===== src/rtl/uart_rx_pkg.sv =====
// Shared types and default constants for the UART receive buffer controller.
package uart_rx_pkg;

    localparam int unsigned DATA_W            = 8;
    localparam int unsigned DEF_DEPTH         = 16;
    localparam int unsigned DEF_TIMEOUT_TICKS = 640;

    // One buffered character together with the line errors seen while receiving it.
    typedef struct packed {
        logic              stop_err;
        logic              parity_err;
        logic [DATA_W-1:0] data;
    } rx_entry_t;

    localparam int unsigned ENTRY_W = $bits(rx_entry_t);

    // Flow-control state toward the remote transmitter.
    typedef enum logic {
        RTS_READY = 1'b0,
        RTS_HOLD  = 1'b1
    } rts_state_e;

endpackage : uart_rx_pkg


===== src/rtl/uart_rx_fifo_mem.sv =====
// Storage array for the RX FIFO: synchronous write port, asynchronous read port.
module uart_rx_fifo_mem
    import uart_rx_pkg::*;
#(
    parameter int unsigned DEPTH = DEF_DEPTH
) (
    input  logic                       clk,
    input  logic                       we_i,
    input  logic [$clog2(DEPTH)-1:0]   waddr_i,
    input  rx_entry_t                  wdata_i,
    input  logic [$clog2(DEPTH)-1:0]   raddr_i,
    output rx_entry_t                  rdata_o
);

    rx_entry_t mem_q [DEPTH];

    // Write the incoming entry; contents need no reset since pointers gate visibility.
    always_ff @(posedge clk) begin
        if (we_i) begin
            mem_q[waddr_i] <= wdata_i;
        end
    end

    assign rdata_o = mem_q[raddr_i];

endmodule : uart_rx_fifo_mem


===== src/rtl/uart_rx_buffer_ctrl.sv =====
// UART receive buffer: FWFT FIFO control, sticky overrun, idle timeout and RTS flow control.
module uart_rx_buffer_ctrl
    import uart_rx_pkg::*;
#(
    parameter int unsigned DEPTH         = DEF_DEPTH,
    parameter int unsigned HIGH_WATER    = DEPTH - 2,
    parameter int unsigned LOW_WATER     = DEPTH / 2,
    parameter int unsigned TIMEOUT_TICKS = DEF_TIMEOUT_TICKS
) (
    input  logic                     clk,
    input  logic                     reset,
    input  logic                     tick_i,
    input  logic                     rx_en_i,
    input  logic                     rx_valid_i,
    input  logic [DATA_W-1:0]        rx_data_i,
    input  logic                     parity_err_i,
    input  logic                     stop_bit_err_i,
    input  logic                     rd_en_i,
    input  logic                     fifo_clr_i,
    input  logic                     ovr_clr_i,
    output logic [DATA_W-1:0]        rd_data_o,
    output logic                     rd_parity_err_o,
    output logic                     rd_stop_err_o,
    output logic [$clog2(DEPTH):0]   count_o,
    output logic                     empty_o,
    output logic                     full_o,
    output logic                     overrun_o,
    output logic                     timeout_o,
    output logic                     rts_no
);

    localparam int unsigned AW = $clog2(DEPTH);
    localparam int unsigned CW = AW + 1;
    localparam int unsigned TW = $clog2(TIMEOUT_TICKS + 1);

    localparam logic [CW-1:0] DEPTH_CNT = CW'(DEPTH);
    localparam logic [CW-1:0] HW_CNT    = CW'(HIGH_WATER);
    localparam logic [CW-1:0] LW_CNT    = CW'(LOW_WATER);
    localparam logic [TW-1:0] TO_MAX    = TW'(TIMEOUT_TICKS);

    logic [AW-1:0] wr_ptr_q, wr_ptr_d;
    logic [AW-1:0] rd_ptr_q, rd_ptr_d;
    logic [CW-1:0] count_q, count_d;
    logic          empty_q, empty_d;
    logic          full_q, full_d;
    logic          ovr_q, ovr_d;
    logic [TW-1:0] to_cnt_q, to_cnt_d;
    logic          timeout_q, timeout_d;
    rts_state_e    state_q, state_d;
    logic          rts_no_q;

    logic          push_c;
    logic          pop_c;
    logic          lost_c;
    logic          wr_en_c;
    rx_entry_t     wr_entry_c;
    rx_entry_t     mem_rdata_c;
    rx_entry_t     head_c;

    // Qualify push/pop requests; a push into a full FIFO is legal only alongside a pop.
    always_comb begin
        push_c  = rx_valid_i & rx_en_i & (~full_q | rd_en_i);
        pop_c   = rd_en_i & ~empty_q;
        lost_c  = rx_valid_i & rx_en_i & full_q & ~rd_en_i;
        wr_en_c = push_c & ~fifo_clr_i;

        wr_entry_c            = '0;
        wr_entry_c.stop_err   = stop_bit_err_i;
        wr_entry_c.parity_err = parity_err_i;
        wr_entry_c.data       = rx_data_i;
    end

    // Pointer and occupancy update; a flush overrides any concurrent push or pop.
    always_comb begin
        wr_ptr_d = wr_ptr_q;
        rd_ptr_d = rd_ptr_q;
        count_d  = count_q;
        if (fifo_clr_i) begin
            wr_ptr_d = '0;
            rd_ptr_d = '0;
            count_d  = '0;
        end else begin
            if (push_c) begin
                wr_ptr_d = wr_ptr_q + AW'(1);
            end
            if (pop_c) begin
                rd_ptr_d = rd_ptr_q + AW'(1);
            end
            count_d = count_q + CW'(push_c) - CW'(pop_c);
        end
        empty_d = (count_d == '0);
        full_d  = (count_d == DEPTH_CNT);
    end

    // Sticky overrun: a lost push in the same cycle as a clear request keeps the flag set.
    always_comb begin
        ovr_d = ovr_q;
        if (lost_c) begin
            ovr_d = 1'b1;
        end else if (ovr_clr_i) begin
            ovr_d = 1'b0;
        end
    end

    // Idle timer counts oversample ticks while data sits untouched, saturating at the limit.
    always_comb begin
        to_cnt_d = to_cnt_q;
        if (fifo_clr_i | push_c | pop_c | empty_q) begin
            to_cnt_d = '0;
        end else if (tick_i && (to_cnt_q != TO_MAX)) begin
            to_cnt_d = to_cnt_q + TW'(1);
        end
        timeout_d = (to_cnt_d == TO_MAX);
    end

    // RTS next-state: hysteresis between the high and low watermarks on the upcoming count.
    always_comb begin
        state_d = state_q;
        case (state_q)
            RTS_READY: begin
                if (!rx_en_i || (count_d >= HW_CNT)) begin
                    state_d = RTS_HOLD;
                end
            end
            RTS_HOLD: begin
                if (rx_en_i && (count_d <= LW_CNT)) begin
                    state_d = RTS_READY;
                end
            end
            default: begin
                state_d = RTS_HOLD;
            end
        endcase
    end

    // State registers for FIFO control, flags, timer and flow control.
    always_ff @(posedge clk or posedge reset) begin
        if (reset) begin
            wr_ptr_q  <= '0;
            rd_ptr_q  <= '0;
            count_q   <= '0;
            empty_q   <= 1'b1;
            full_q    <= 1'b0;
            ovr_q     <= 1'b0;
            to_cnt_q  <= '0;
            timeout_q <= 1'b0;
            state_q   <= RTS_HOLD;
            rts_no_q  <= 1'b1;
        end else begin
            wr_ptr_q  <= wr_ptr_d;
            rd_ptr_q  <= rd_ptr_d;
            count_q   <= count_d;
            empty_q   <= empty_d;
            full_q    <= full_d;
            ovr_q     <= ovr_d;
            to_cnt_q  <= to_cnt_d;
            timeout_q <= timeout_d;
            state_q   <= state_d;
            rts_no_q  <= (state_q == RTS_HOLD);
        end
    end

    uart_rx_fifo_mem #(
        .DEPTH (DEPTH)
    ) u_mem (
        .clk     (clk),
        .we_i    (wr_en_c),
        .waddr_i (wr_ptr_q),
        .wdata_i (wr_entry_c),
        .raddr_i (rd_ptr_q),
        .rdata_o (mem_rdata_c)
    );

    // Head entry falls through from storage; forced to zero when nothing is buffered.
    always_comb begin
        head_c = mem_rdata_c;
        if (empty_q) begin
            head_c = '0;
        end
    end

    assign rd_data_o       = head_c.data;
    assign rd_parity_err_o = head_c.parity_err;
    assign rd_stop_err_o   = head_c.stop_err;
    assign count_o         = count_q;
    assign empty_o         = empty_q;
    assign full_o          = full_q;
    assign overrun_o       = ovr_q;
    assign timeout_o       = timeout_q;
    assign rts_no          = rts_no_q;

endmodule : uart_rx_buffer_ctrl

===== config.mk =====
export PLATFORM = sky130hd
export DESIGN_NAME = uart_rx_buffer_ctrl
export DESIGN_NICKNAME = d
export VERILOG_FILES = /design/src/rtl/uart_rx_pkg.sv /design/src/rtl/uart_rx_fifo_mem.sv /design/src/rtl/uart_rx_buffer_ctrl.sv
export SDC_FILE = /design/constraint.sdc
export NUM_CORES = 1
export LEC_CHECK = 0
export CAP_MARGIN = 30
export CORE_MARGIN = 8
export CORE_UTILIZATION = 40
export DETAILED_ROUTE_END_ITERATION = 7
export GPL_TIMING_DRIVEN = 0
export SYNTH_ARGS = -nofsm -noshare
export SYNTH_HDL_FRONTEND = slang
export SYNTH_SLANG_ARGS = --single-unit

===== constraint.sdc =====
create_clock -name clk -period 3.4 [get_ports clk]
set_input_delay 0.68 -clock clk [delete_from_list [all_inputs] [get_ports clk]]
set_output_delay 0.68 -clock clk [all_outputs]
set_load 0.01 [all_outputs]

Word level (Yosys, flattened, before mapping)
Memory sizes are Yosys's and may differ from the RTL's.
Cells that the tools add are included.
{"block": "totals", "regBits": 29, "elab_cells": 59, "memories": 1, "mem_bits_rw": 160, "inputBits": 18, "out_inout_bits": 20}
{"block": "op_classes", "mux": 15, "n_lt_le_gt_ge": 2, "addsub": 5, "n_reduce_logical": 8, "bitwise": 15, "eq_ne": 3}
{"name": "u_mem.mem_q", "depth": 16, "word_bits": 10, "rd": 1, "rd_clocked_by_memory_dff": 0, "wr": 1, "line_no": "uart_rx_fifo_mem.sv:15", "text": "rx_entry_t mem_q [DEPTH];"}
{"op": "two-way mux 10 bit", "n": 3}
{"op": "two-way mux 4 bit", "n": 4}
{"op": "adder 10 x 1 -> 10 bit (second input constant)", "n": 1}
{"op": "== test 10 bit (second input constant)", "n": 1}
{"op": "!= test 10 bit (second input constant)", "n": 1}
{"op": "adder 4 x 1 -> 4 bit (second input constant)", "n": 2}
{"op": "bitwise AND 1 bit", "n": 6}
{"op": "two-way mux 1 bit", "n": 6}
{"op": "nonzero test 2 bit", "n": 3}
{"op": "adder 5 x 1 -> 5 bit", "n": 1}
{"op": "== test 5 bit (second input constant)", "n": 1}
{"op": "greater-or-equal comparator 5 x 4 -> 1 bit (second input constant)", "n": 1}
{"op": "<= comparator 5 x 4 -> 1 bit (second input constant)", "n": 1}
{"op": "zero test 5 bit", "n": 1}
{"op": "two-way mux 5 bit", "n": 1}
{"op": "inverter 1 bit", "n": 5}
{"op": "subtractor 5 x 1 -> 5 bit", "n": 1}
{"op": "OR 1 bit", "n": 4}
{"op": "logical AND 1 bit", "n": 2}
{"op": "case mux 1 bit (2 select lines)", "n": 1}
{"op": "zero test 1 bit", "n": 1}
{"op": "logical OR 1 bit", "n": 1}

Logic depth before layout (Yosys ltp)
{"block": "logic_depth", "ltp_word": 10, "depth_mapped": 13, "ltp_nobuf": 13}

Hierarchy
Synthesis repeated with hierarchy kept, for this count alone.
{"block": "unflattened", "hier_cells": 444, "hier_area_um2": 7852.5}
{"mod": "uart_rx_fifo_mem", "instances": 1, "area_per_inst_um2": 6153.4, "cells_per_inst": 269, "seq_area_each_um2": 4804.6}
{"mod": "uart_rx_buffer_ctrl", "instances": 1, "area_per_inst_um2": 1699.1, "cells_per_inst": 175, "seq_area_each_um2": 729.4}

Worst setup path after synthesis
No wires, ideal clock.
{"block": "synth_path", "kind": "input port to flip-flop", "from": "input rd_en_i", "to": "register full_q (netlist: full_o)", "setup_slack_ns": 0.417, "setup_time_ns": 0.105, "t_required_ns": 3.295, "n_path_buf": 0, "path_stages": 13, "arrival_time_ns": 2.878, "path_cell_list": "nand2b_1 > nor2b_1 > inv_1 > ha_1 > inv_1 > ha_1 > inv_1 > fa_1 > nor2b_1 > o21ai_0 > nand3_1 > nor3b_1 > nor4b_1"}
{"block": "synth_between", "elab_chain_len": 6, "elab_cells_between_ends": 7, "cone_classes": "add/sub (2); eq/ne (1); mux (1); bitwise (3)"}
{"element": "start, declared", "line_no": "uart_rx_buffer_ctrl.sv:18", "text": "input logic rd_en_i,"}
{"element": "OR 1 bit", "line_no": "uart_rx_buffer_ctrl.sv:62", "text": "push_c = rx_valid_i & rx_en_i & (~full_q | rd_en_i);"}
{"element": "bitwise AND 1 bit", "line_no": "uart_rx_buffer_ctrl.sv:62"}
{"element": "adder 5 x 1 -> 5 bit", "line_no": "uart_rx_buffer_ctrl.sv:89", "text": "count_d = count_q + CW'(push_c) - CW'(pop_c);"}
{"element": "subtractor 5 x 1 -> 5 bit *", "line_no": "uart_rx_buffer_ctrl.sv:89"}
{"element": "two-way mux 5 bit *", "line_no": "uart_rx_buffer_ctrl.sv:78", "text": "if (fifo_clr_i) begin"}
{"element": "named net count_d[4]", "line_no": "uart_rx_buffer_ctrl.sv:43", "text": "logic [CW-1:0] count_q, count_d;"}
{"element": "== test 5 bit *", "line_no": "uart_rx_buffer_ctrl.sv:92", "text": "full_d = (count_d == DEPTH_CNT);"}
{"element": "named net full_d", "line_no": "uart_rx_buffer_ctrl.sv:45", "text": "logic full_q, full_d;"}
{"element": "end signal, assigned", "line_no": "uart_rx_buffer_ctrl.sv:154", "text": "full_q <= full_d;"}
{"element": "end, declared", "line_no": "uart_rx_buffer_ctrl.sv:45"}
Mark *: on every way through the listed nets, which the timed path passes. The rest lies on a longest branch.
A chain may end at the register's enable or synchronous reset.

Worst setup path after layout
{"block": "layout_path", "from": "register rd_ptr_q[0]", "to": "output rd_data_o[4]"}
{"block": "layout_between", "elab_chain_len": 2}
{"element": "start, declared", "line_no": "uart_rx_buffer_ctrl.sv:42", "text": "logic [AW-1:0] rd_ptr_q, rd_ptr_d;"}
{"element": "start signal, assigned", "line_no": "uart_rx_buffer_ctrl.sv:151", "text": "rd_ptr_q <= rd_ptr_d;"}
{"element": "memory read (16 x 10 bit)"}
{"element": "two-way mux 10 bit", "line_no": "uart_rx_buffer_ctrl.sv:177", "text": "if (empty_q) begin"}
{"element": "end, declared", "line_no": "uart_rx_buffer_ctrl.sv:21", "text": "output logic [DATA_W-1:0] rd_data_o,"}
No other way between the ends.

==> metrics.md <==
| Metric | Value |
|---|---|
| Vias per cell | `5.34` |
| Clk sink count | `~190` |
| Peak supply drop | `around 0.45 mV` |
| TritonCTS Buffers | `17` |
| Mapped cell area | `7690 µm²` |
| Cell area after layout | `9310 µm²` |
| Final number of max-transition violations | `0` |
| Crit path buf inv count | `3` |
| Synth Instances | `412` |
| Max stage delay on crit path | `520 ps` |
| Slew headroom | `0.436` |
| Final cell utilization of the core | `0.496` |
| Max FO, Critical Path | `9` |
| H-tree levels | `4` |
| Die Y-Extent | `155 µm` |
| Internal power component | `around 4.3 mW` |
| Pre-Repair DR Iteration Count | `6` |
| Number of enable-type register cells in the synthesized netlist | `between 150 and 200` |
| Clock-pin slew reported for the worst setup and hold paths after clock tree synthesis | `70 ps` |
| Required time of the worst setup path | `2720 ps` |
| Proportion of total power due to net switching | `0.258` |
| Initial core utilization | `0.410` |
| Seq/Total Area, Yosys | `0.719` |
| Total Wirelength | `16500 µm` |
| Switching power summed over all nets | `1.49 mW` |
| Inst Count DP | `700` |
| Total Neg Setup Slack | `0 ps` |
| Clock Latency Late Sink | `420 ps` |
| Wire length per cell after detailed routing | `22.4 µm` |
| Number of placement rows | `50` |
| Transition at the pin with the smallest max-transition slack | `846 ps` |
| Root cell of the clock tree | `clkbuf_16` |
| Cell at the slowest stage of the critical path | `mux4_2` |
| Core area | `about 19000 µm²` |
| Pin count of the biggest net entering global routing | `19` |
| Dominant cells by area after synthesis | `edfxtp_1, mux4_2, dfrtp_1` |
| Antenna Violating Nets Remaining | `0` |
| Detailed Place HPWL | `11200 µm` |
| Logic pwr share | `0.205` |
| Critical path arrival | `2620 ps` |
| FILL cells | `1536` |
| Net count of the mapped netlist | `443` |
| Fraction of layout cells with a size suffix above 1 | `0.257` |
| Max-capacitance violation count | `0` |
| Global-route wire length before repair | `~26000 µm` |
| Result of the run | `finished clean` |
| Kind of launch point of the worst setup path | `flop` |
| Antenna cells | `0` |
| Category of cells accounting for the largest share of critical-path delay | `multiplexers` |
| Count of buffers from port buffering | `37` |
| Hold Buf Count CTS | `0` |
| Most prevalent standard cell on the critical path | `mux4_2` |
| Number of violations reported at the end of detailed-routing iteration 0 | `282` |
| TritonCTS clock tree | `yes` |
| PD cells | `622 nW/µm²` |
| Number of global-route vias before repair | `4268` |
| Most used flip-flop cell after synthesis | `edfxtp_1` |
| Part of the power in the clock network | `0.339` |
| Kind of critical path | `reg -> out` |
| Initial antenna violation count | `0` |
| Total grt overflow | `0` |
| Mapped Avg Cell Area | `18.7 µm²` |
| Most frequent cells after synthesis | `edfxtp_1, mux4_2, nor2_1` |
| Buffers from clock root to sink, at most | `2` |
| GR Util All Layers | `0.145` |
| Number of nets at the end of the flow | `519` |
| Synth Register Bits | `189` |
| Die Wd | `155 µm` |
| Period utilisation layout | `0.972` |
| P&R area growth vs syn | `20.9%` |
| Number of synthesis warnings | `0` |
| Critical path capture point type | `output pin` |
| Fraction of registers with async set or reset after synthesis | `0.153` |
| Remaining design rule violation count | `0` |
| Ordered cell list for the critical path | `buf_6 > buf_12 > mux4_2 > mux4_2 > nor2b_1 > dlygate4sd2_1` |
| Setup-violating endpoint count in the final report | `0` |
| Cell type with the largest total area after synthesis | `edfxtp_1` |
| Count of vias placed by the detailed router | `3927` |
| Hold Path Class | `reg -> reg` |
| Final weighted congestion of routability-driven global placement | `0.773` |
| Count of cell types in the netlist | `35` |
| Non-filler instance count after layout | `about 740` |
| FMAX | `303 MHz` |
| Instance area at placement | `8570 µm²` |
| Fraction of post-synthesis cell area in the top cell type by area | `0.624` |
| LEAKAGE | `about 3.1 nW` |
| Most common cell in the netlist | `edfxtp_1` |
| Hold Violations, Final | `0` |
| Die Outline Area | `23900 µm²` |
| Seq pwr share | `0.455` |
| Top-level port count | `38` |
| Clk_skew | `8.22 ps` |
| Crit path time final | `3300 ps` |
## metrics by stage
stage               power (mW)  setup WS [ps]  hold slack, ps
global placement          3.77           -811             365
floorplan                 3.36            417             359
detailed placement        3.79           -503             366
CTS                       5.79           13.2             379
global route              6.02         -0.776             389
finish                    5.79           96.3             380
## power groups by stage
stage / Clock (mW) / Sequential [mW] / Combinational [mW]
final: 1.96 / 2.64 / 1.19
after global routing: 2.08 / 2.64 / 1.30
after CTS: 2.01 / 2.64 / 1.15
after detailed placement: 0 / 2.68 / 1.11
after global placement: 0 / 2.68 / 1.09
after floorplan: 0 / 2.69 / 0.670
## area by class of cell
type                       count  area [µm²]  share of cell area
buffer                        17         188              0.0202
clock buffer                  17         425              0.0457
clock inverter                15         160              0.0172
inverter                      15        56.3             0.00605
multi-input combinational    190        2070               0.223
sequential                   189        5530               0.595
tap                          234         293              0.0315
timing repair buffer          58         577              0.0620
## worst reg2reg max path: stages (launching register included)
cell      delay (ps)
dfstp_2          550
nor2b_1           50
clkbuf_1         170
ha_1             320
inv_1             50
ha_1             170
inv_1             60
fa_1             390
nor2b_2          170
o21ai_0          150
nand3_1          130
nor3b_4          270
nor4b_2          230
## metal layers
layer	wire, µm	part of all wire	up-vias	GRT usage
met3	1090	0.066	8	0.0415
met1	7210	0.44	2038	0.183
met5	0	0	-	0
li1	-	-	1762	-
met2	7990	0.49	119	0.234
met4	177	0.011	0	0.0532
## logic make-up (layout without fill, tap and decap cells)
logic type / Yosys count / count (layout) / synth area share
simple gates: 93 / 93 / 0.0605
compound gates: 17 / 17 / 0.0133
flops: 189 / 189 / 0.719
fa+ha+maj: 13 / 13 / 0.0221
mux: 52 / 52 / 0.149
buf+inv: 33 / 122 / 0.0187
xor+xnor: 15 / 15 / 0.0171
## sequential cells by signal, indices dropped and copies added (netlist names)
signal and count:
empty_o 1, count_o 5, wr_ptr_q 4, full_o 1
u_mem.mem_q 160, rts_no 1, to_cnt_q 10, timeout_o 1
state_q 1, rd_ptr_q 4, overrun_o 1
## worst paths after layout
| check | from | endpoint | slack (ps) | cells past startpoint |
|---|---|---|---|---|
| min in group asynchronous | reset | to_cnt_q[9] | 620 | 2 |
| max in group asynchronous | reset | state_q | 2220 | 3 |
| worst max-delay path | rd_ptr_q[0] | rd_data_o[4] | 100 | 6 |
| worst min-delay path | state_q | rts_no | 380 | 0 |
| worst max register to register | empty_o | full_o | 600 | 12 |
| worst min register to register | state_q | rts_no | 380 | 0 |
## layout by cell type, fill, tap and decap left out, types with 3 or more instances in the layout
master / instances
edfxtp_1: 160
mux4_2: 50
nor2_1: 32
clkdlybuf4s50_1: 27
dfrtp_1: 26
clkbuf_16: 17
inv_1: 15
nand2_1: 15
nor2b_1: 14
buf_6: 13
ha_1: 12
buf_4: 9
xor2_1: 8
xnor2_1: 7
clkbuf_1: 6
a21oi_1: 5
nor3_2: 5
o21ai_0: 5
dlygate4sd2_1: 5
nor3_1: 4
nand4_1: 4
buf_12: 4
clkbuf_8: 4
inv_6: 4
nand2b_1: 3
nand3_1: 3
clkinvlp_4: 3
dfstp_2: 3
clkdlybuf4s15_1: 3
## timing repair
item	CTS	global route
pin swaps	0	0
endpoints found under the setup margin	11	10
setup buffers	0	4
gates resized for setup	39	14
(Power assumes the default switching activity.)
